==> src/rtl/hyperbus_wb_bridge.sv <==
`default_nettype none
// ============================================================================
//  Module      : hyperbus_wb_bridge
//  Description : Wishbone B4 classic slave in front of the HyperBus
//                controller request port. Each 32-bit access becomes a
//                pair of 16-bit controller words (little-endian, low word
//                first). Read beats are collected and write beats supplied
//                under rrq/wrq sequencing. The result returns to the master
//                as a one-cycle ack or err.
//                Optional watchdog: define HBUS_BRIDGE_TIMEOUT_EN.
//  Revision    : 1.0  initial release
// ============================================================================
module hyperbus_wb_bridge #(
    parameter int WIDTH          = 8,
    parameter int ADR_WIDTH      = 24,
    parameter int TIMEOUT_CYCLES = 1023
) (
    input  logic                 clk,
    input  logic                 rst,
    // Wishbone slave
    input  logic [ADR_WIDTH-1:0] wb_adr_i,
    input  logic [31:0]          wb_dat_i,
    input  logic [3:0]           wb_sel_i,
    input  logic                 wb_we_i,
    input  logic                 wb_cyc_i,
    input  logic                 wb_stb_i,
    output logic [31:0]          wb_dat_o,
    output logic                 wb_ack_o,
    output logic                 wb_err_o,
    // HyperBus controller request port
    output logic [31:0]          hb_adr_o,
    output logic [2*WIDTH-1:0]   hb_dat_o,
    input  logic [2*WIDTH-1:0]   hb_dat_i,
    input  logic                 hb_dready_i,
    input  logic                 hb_dvalid_i,
    input  logic                 hb_busy_i,
    input  logic                 hb_error_i,
    output logic                 hb_wrq_o,
    output logic                 hb_rrq_o
);

    // Controller word width; the bridge always moves a pair of words.
    localparam int c_WORD_W = 2 * WIDTH;

    typedef enum logic [2:0] {
        S_IDLE  = 3'd0,
        S_REQ   = 3'd1,
        S_BEAT0 = 3'd2,
        S_BEAT1 = 3'd3,
        S_DRAIN = 3'd4,
        S_RESP  = 3'd5,
        S_FAULT = 3'd6
    } state_t;

    state_t      r_state;
    logic        r_we;
    logic        r_abort;
    logic [31:0] r_wdat;
    logic [31:0] r_rdata;

    logic        w_access;
    logic        w_bad;
    logic        w_active;
    logic        w_live;
    logic [31:0] w_hb_adr;

    assign w_access = wb_cyc_i & wb_stb_i;
    // Illegal selects/alignment and a sticky controller error all reject up front.
    assign w_bad    = hb_error_i | (wb_sel_i != 4'hF) | (wb_adr_i[1:0] != 2'b00);
    assign w_active = (r_state == S_REQ) | (r_state == S_BEAT0) |
                      (r_state == S_BEAT1) | (r_state == S_DRAIN);
    // A response is only returned if the master is still in the cycle.
    assign w_live   = wb_cyc_i & ~r_abort;
    // Byte address to controller word address: drop the 32-bit offset, x2.
    assign w_hb_adr = {{(33 - ADR_WIDTH){1'b0}}, wb_adr_i[ADR_WIDTH-1:2], 1'b0};

`ifdef HBUS_BRIDGE_TIMEOUT_EN
    localparam int c_WDOG_W = $clog2(TIMEOUT_CYCLES + 1);

    logic [c_WDOG_W-1:0] r_wdog;
    logic                w_timeout;

    assign w_timeout = w_active & (r_wdog == c_WDOG_W'(TIMEOUT_CYCLES - 1));

    // Watchdog: restarts whenever idle, counts every cycle a transfer is open.
    always_ff @(posedge clk) begin
        if (rst || r_state == S_IDLE) begin
            r_wdog <= '0;
        end else if (w_active) begin
            r_wdog <= r_wdog + 1'b1;
        end
    end
`else
    logic w_timeout;
    logic w_unused_tmo;

    assign w_timeout    = 1'b0;
    assign w_unused_tmo = (TIMEOUT_CYCLES == 0);
`endif

    // Transfer sequencer: all bus outputs are registered here.
    always_ff @(posedge clk) begin
        if (rst) begin
            r_state  <= S_IDLE;
            r_we     <= 1'b0;
            r_abort  <= 1'b0;
            r_wdat   <= '0;
            r_rdata  <= '0;
            wb_dat_o <= '0;
            wb_ack_o <= 1'b0;
            wb_err_o <= 1'b0;
            hb_adr_o <= '0;
            hb_dat_o <= '0;
            hb_wrq_o <= 1'b0;
            hb_rrq_o <= 1'b0;
        end else begin
            wb_ack_o <= 1'b0;
            wb_err_o <= 1'b0;
            wb_dat_o <= '0;

            // Master walked away: finish on HyperBus but stay silent.
            if (w_active && !wb_cyc_i) begin
                r_abort <= 1'b1;
            end

            case (r_state)
                S_IDLE: begin
                    r_abort <= 1'b0;
                    if (w_access) begin
                        if (w_bad) begin
                            wb_err_o <= 1'b1;
                            r_state  <= S_RESP;
                        end else begin
                            r_we     <= wb_we_i;
                            r_wdat   <= wb_dat_i;
                            r_rdata  <= '0;
                            hb_adr_o <= w_hb_adr;
                            hb_dat_o <= wb_dat_i[c_WORD_W-1:0];
                            hb_wrq_o <= wb_we_i;
                            hb_rrq_o <= ~wb_we_i;
                            r_state  <= S_REQ;
                        end
                    end
                end

                S_REQ: begin
                    if (hb_error_i) begin
                        hb_wrq_o <= 1'b0;
                        hb_rrq_o <= 1'b0;
                        wb_err_o <= w_live;
                        r_state  <= S_FAULT;
                    end else if (hb_busy_i) begin
                        r_state <= S_BEAT0;
                    end
                end

                S_BEAT0: begin
                    if (hb_error_i) begin
                        hb_wrq_o <= 1'b0;
                        hb_rrq_o <= 1'b0;
                        wb_err_o <= w_live;
                        r_state  <= S_FAULT;
                    end else if (r_we && hb_dready_i) begin
                        hb_dat_o <= r_wdat[2*c_WORD_W-1:c_WORD_W];
                        r_state  <= S_BEAT1;
                    end else if (!r_we && hb_dvalid_i) begin
                        r_rdata[c_WORD_W-1:0] <= hb_dat_i;
                        r_state <= S_BEAT1;
                    end
                end

                S_BEAT1: begin
                    if (hb_error_i) begin
                        hb_wrq_o <= 1'b0;
                        hb_rrq_o <= 1'b0;
                        wb_err_o <= w_live;
                        r_state  <= S_FAULT;
                    end else if ((r_we && hb_dready_i) || (!r_we && hb_dvalid_i)) begin
                        if (!r_we) begin
                            r_rdata[2*c_WORD_W-1:c_WORD_W] <= hb_dat_i;
                        end
                        hb_wrq_o <= 1'b0;
                        hb_rrq_o <= 1'b0;
                        r_state  <= S_DRAIN;
                    end
                end

                S_DRAIN: begin
                    if (hb_error_i) begin
                        wb_err_o <= w_live;
                        r_state  <= S_FAULT;
                    end else if (!hb_busy_i) begin
                        wb_ack_o <= w_live;
                        wb_dat_o <= (r_we || !w_live) ? 32'h0 : r_rdata;
                        r_state  <= S_RESP;
                    end
                end

                // ack/err pulse is visible during RESP and FAULT.
                S_RESP:  r_state <= S_IDLE;
                S_FAULT: r_state <= S_IDLE;
                default: r_state <= S_IDLE;
            endcase

            // Watchdog expiry overrides whatever the open transfer was doing.
            if (w_timeout) begin
                hb_wrq_o <= 1'b0;
                hb_rrq_o <= 1'b0;
                wb_ack_o <= 1'b0;
                wb_dat_o <= '0;
                wb_err_o <= w_live;
                r_state  <= S_RESP;
            end
        end
    end

endmodule
`default_nettype wire

==> config.mk <==
export PLATFORM = sky130hd
export DESIGN_NAME = hyperbus_wb_bridge
export DESIGN_NICKNAME = d
export VERILOG_FILES = /design/src/rtl/hyperbus_wb_bridge.sv
export SDC_FILE = /design/constraint.sdc
export NUM_CORES = 1
export LEC_CHECK = 0
export ABC_AREA = 1
export CORE_ASPECT_RATIO = 1.75
export CORE_UTILIZATION = 35
export CTS_CLUSTER_SIZE = 25
export DETAILED_ROUTE_END_ITERATION = 12
export GPL_ROUTABILITY_DRIVEN = 0
export GPL_TIMING_DRIVEN = 0
export PLACE_DENSITY_LB_ADDON = 0.05
export SYNTH_ARGS = -nofsm -noshare
export SYNTH_HDL_FRONTEND = slang
export SYNTH_SLANG_ARGS = --single-unit
==> constraint.sdc <==
create_clock -name clk -period 1.85 [get_ports clk]
set_input_delay 0.185 -clock clk [delete_from_list [all_inputs] [get_ports clk]]
set_output_delay 0.185 -clock clk [all_outputs]
set_load 0.02 [all_outputs]
==> impl_metrics.env <==
export IMPL_status="complete, no violations"
export IMPL_postLayoutCellArea_mm2=0.00770
export IMPL_finalCritPeriodShare_pct=92.8
export IMPL_n_antenna_cell=0
export IMPL_max_slew_margin_pct=63.4
export IMPL_synth_cells=749
export IMPL_regToRegSetupSlack_ps=130
export IMPL_ys_ff_latch=127
export IMPL_clock_sink_count=127
export IMPL_rows=58
export IMPL_utilization_pct=53.3
export IMPL_place_inst=1096
export IMPL_track_usage_pct=19.2
export IMPL_antenna_found_initial=0
export IMPL_worst_path_max_delay_cell="dfxtp_1"
export IMPL_cts_tree="built"
export IMPL_crit_chain="nor2_4, nand2_2, nor2_1, nand3_2, buf_4, buf_4, o21ai_1, a21oi_1"
export IMPL_crit_fanout=10
export IMPL_grt_remaining_overflow=0
export IMPL_worstSetupPathType="reg2reg"
export IMPL_ant_nets=0
export IMPL_maxCapViolCount=0
export IMPL_holdWs_ps=382
export IMPL_synth_top_cell_area_share_pct=49.0
export IMPL_portBuffers=158
export IMPL_die_area_mm2=0.0153
export IMPL_r2r_end="r_wdat[30]"
export IMPL_path_buf_inv=2
export IMPL_r2r_start="r_state[0]"
export IMPL_final_cell_count_no_fill=1131
export IMPL_initial_core_util_pct=35.9
export IMPL_dp_hpwl_um=10800
export IMPL_syn_to_final_growth_pct=48.4
export IMPL_die_width_um=94.1
export IMPL_clockRootBuffer="clkbuf_16"
export IMPL_cp_common_cell="buf_4"
export IMPL_grt_pass1_wl_um=22600
export IMPL_startpoint_type="flop"
export IMPL_ir_drop_v=0.000604
export IMPL_holdPathEnd="hb_adr_o[13]"
export IMPL_min_period_ps=1720
export IMPL_drive_gt1_share_pct=9.46
export IMPL_synth_common_cells="nor2_1 (191), nand2_1 (159), dfxtp_1 (127), inv_1 (93), o21ai_1 (40)"
export IMPL_synthArstFlopShare_pct=0
export IMPL_die_h_um=163
export IMPL_vias_per_cell=4.37
export IMPL_htreeDepth=4
export IMPL_core_area_mm2=0.0144
export IMPL_wl_um=14000
export IMPL_fin_total_pwr_mw=10.0
export IMPL_met3_usage_pct=6.38
export IMPL_synth_distinct_cells=26
export IMPL_slew_viol_final=0
export IMPL_crit_required_ps=2140
export IMPL_setup_viol=0
export IMPL_synth_most_common_cell="nor2_1"
export IMPL_drt_iter0_drc=188
export IMPL_clock_skew_final_ps=6.76
export IMPL_clkLatencyLatePin_ps=410
export IMPL_worstHoldStart="wb_adr_i[14]"
export IMPL_rsz0062_at_grt="false"
export IMPL_tightestPinTransition_ps=549
export IMPL_grt_pass1_vias=4722
export IMPL_synth_area_per_cell_um2=6.93
export IMPL_cp_arrival_ps=2010
export IMPL_placed_area_mm2=0.00703
export IMPL_cp_top_family="simple AND/OR/NAND/NOR gates"
export IMPL_cts_buffer_depth=2
export IMPL_fillers=1416
export IMPL_grt_max_degree=17
export IMPL_yosysSeqAreaShare_pct=49.0
export IMPL_yosys_warnings=0
export IMPL_hold_viol=0
export IMPL_ff2ff_path_depth=8
export IMPL_syn_cell_area_mm2=0.00519
export IMPL_timing_fmax_mhz=583
export IMPL_synth_edf_count=0
export IMPL_yosys_top_cells_area="dfxtp_1 (49%), nor2_1 (14%), nand2_1 (11%)"
export IMPL_use_met2_pct=35.9
export IMPL_hold_path_class="in2reg"
export IMPL_use_met1_pct=19.3
export IMPL_hold_buffers=0
export IMPL_drc=0
export IMPL_layout_nets=1023
export IMPL_hold_depth=3
export IMPL_drtPass1Iterations=4
export IMPL_cts_buffers=17
export IMPL_ios=169
export IMPL_num_vias=4940
export IMPL_synthFlopType="dfxtp_1"
export IMPL_leakagePower_nw=3.44
export IMPL_crit_path_end_kind="flop"
export IMPL_avgRoutedWirePerCell_um=12.4
export IMPL_cellPowerDensity_mw_per_mm2=1300
export IMPL_top_usage_layer="met2"
export IMPL_synth_area_leader_cell="dfxtp_1"
export IMPL_critPathMaxStageDelay_ps=380
export IMPL_cts_clk_slew_worst_paths_ps=60
==> tightest hold or removal path: stages <==
cell             delay [ps]
clkdlybuf4s50_1         390
o21ai_1                 120
nor2_1                   40
==> logic make-up after synthesis <==
kind of cell | count (synthesis) | share of synthesized area (%)
other cells | 1 | 0.0723
compound gates | 81 | 8.32
buf+inv | 147 | 12.1
flops | 127 | 49.0
simple gates | 393 | 30.5
==> stage by stage <==
stage | setup slack [ps] | TNS [ps]
detailed placement | -299 | -15150
finish | 134 | 0
global placement | -272 | -12860
floorplan | 419 | 0
global route | 0.304 | 0
CTS | 69.4 | 0
==> cells in the final DEF (no fill, tap or decap), types with 17 or more instances in the layout <==
cell	count
nand3_1	26
inv_1	93
a21oi_1	21
clkbuf_16	17
nor2_1	191
o21ai_0	17
buf_4	17
clkdlybuf4s50_1	158
o21ai_1	40
dfxtp_1	127
nand2_1	159
==> how the worst max path moves through the flow <==
| stage | startpoint | to | slack, ps | cells past startpoint |
|---|---|---|---|---|
| global placement | hb_error_i | r_rdata[25] | -270 | 10 |
| floorplan | r_state[2] | r_wdat[30] | 420 | 8 |
| detailed placement | hb_error_i | r_rdata[27] | -300 | 10 |
| finish | r_state[0] | r_wdat[30] | 130 | 8 |
| global route | r_state[0] | hb_adr_o[21] | 0.3 | 8 |
| CTS | r_state[0] | r_wdat[30] | 70 | 8 |
==> layer usage <==
layer	part of all wire [%]	up-vias
li1	-	2610
met1	37	2165
met2	54	146
met3	6.9	19
met4	1.8	0
met5	0	-
==> registers in the layout, indices dropped and copies added (netlist names) <==
| name | count |
|---|---|
| r_abort | 1 |
| hb_adr_o | 22 |
| wb_ack_o | 1 |
| r_wdat | 16 |
| wb_dat_o | 32 |
| r_rdata | 32 |
| wb_err_o | 1 |
| hb_wrq_o | 1 |
| hb_dat_o | 16 |
| hb_rrq_o | 1 |
| r_state | 3 |
| r_we | 1 |
==> timing repair <==
item	4_1_cts	5_1_grt
hold endpoints to repair	0	0
resized for setup	0	8
setup endpoints to repair	0	24
buffers inserted	0	3
==> final cells by class <==
class | instances | area (µm²) | area share, %
clock buffer | 19 | 453 | 5.88
timing repair buffer | 161 | 1600 | 20.8
buffer | 46 | 256 | 3.33
multi-input combinational | 484 | 2060 | 26.7
clock inverter | 13 | 186 | 2.42
tap | 180 | 225 | 2.92
sequential | 127 | 2540 | 33.0
inverter | 101 | 379 | 4.92
==> power by group <==
group	internal [mW]	switching (mW)	total, mW
Clock	2.33	1.25	3.58
Combinational	1.26	2.02	3.28
Sequential	3.04	0.140	3.18
No activity file was read; power rests on OpenSTA's default activity.
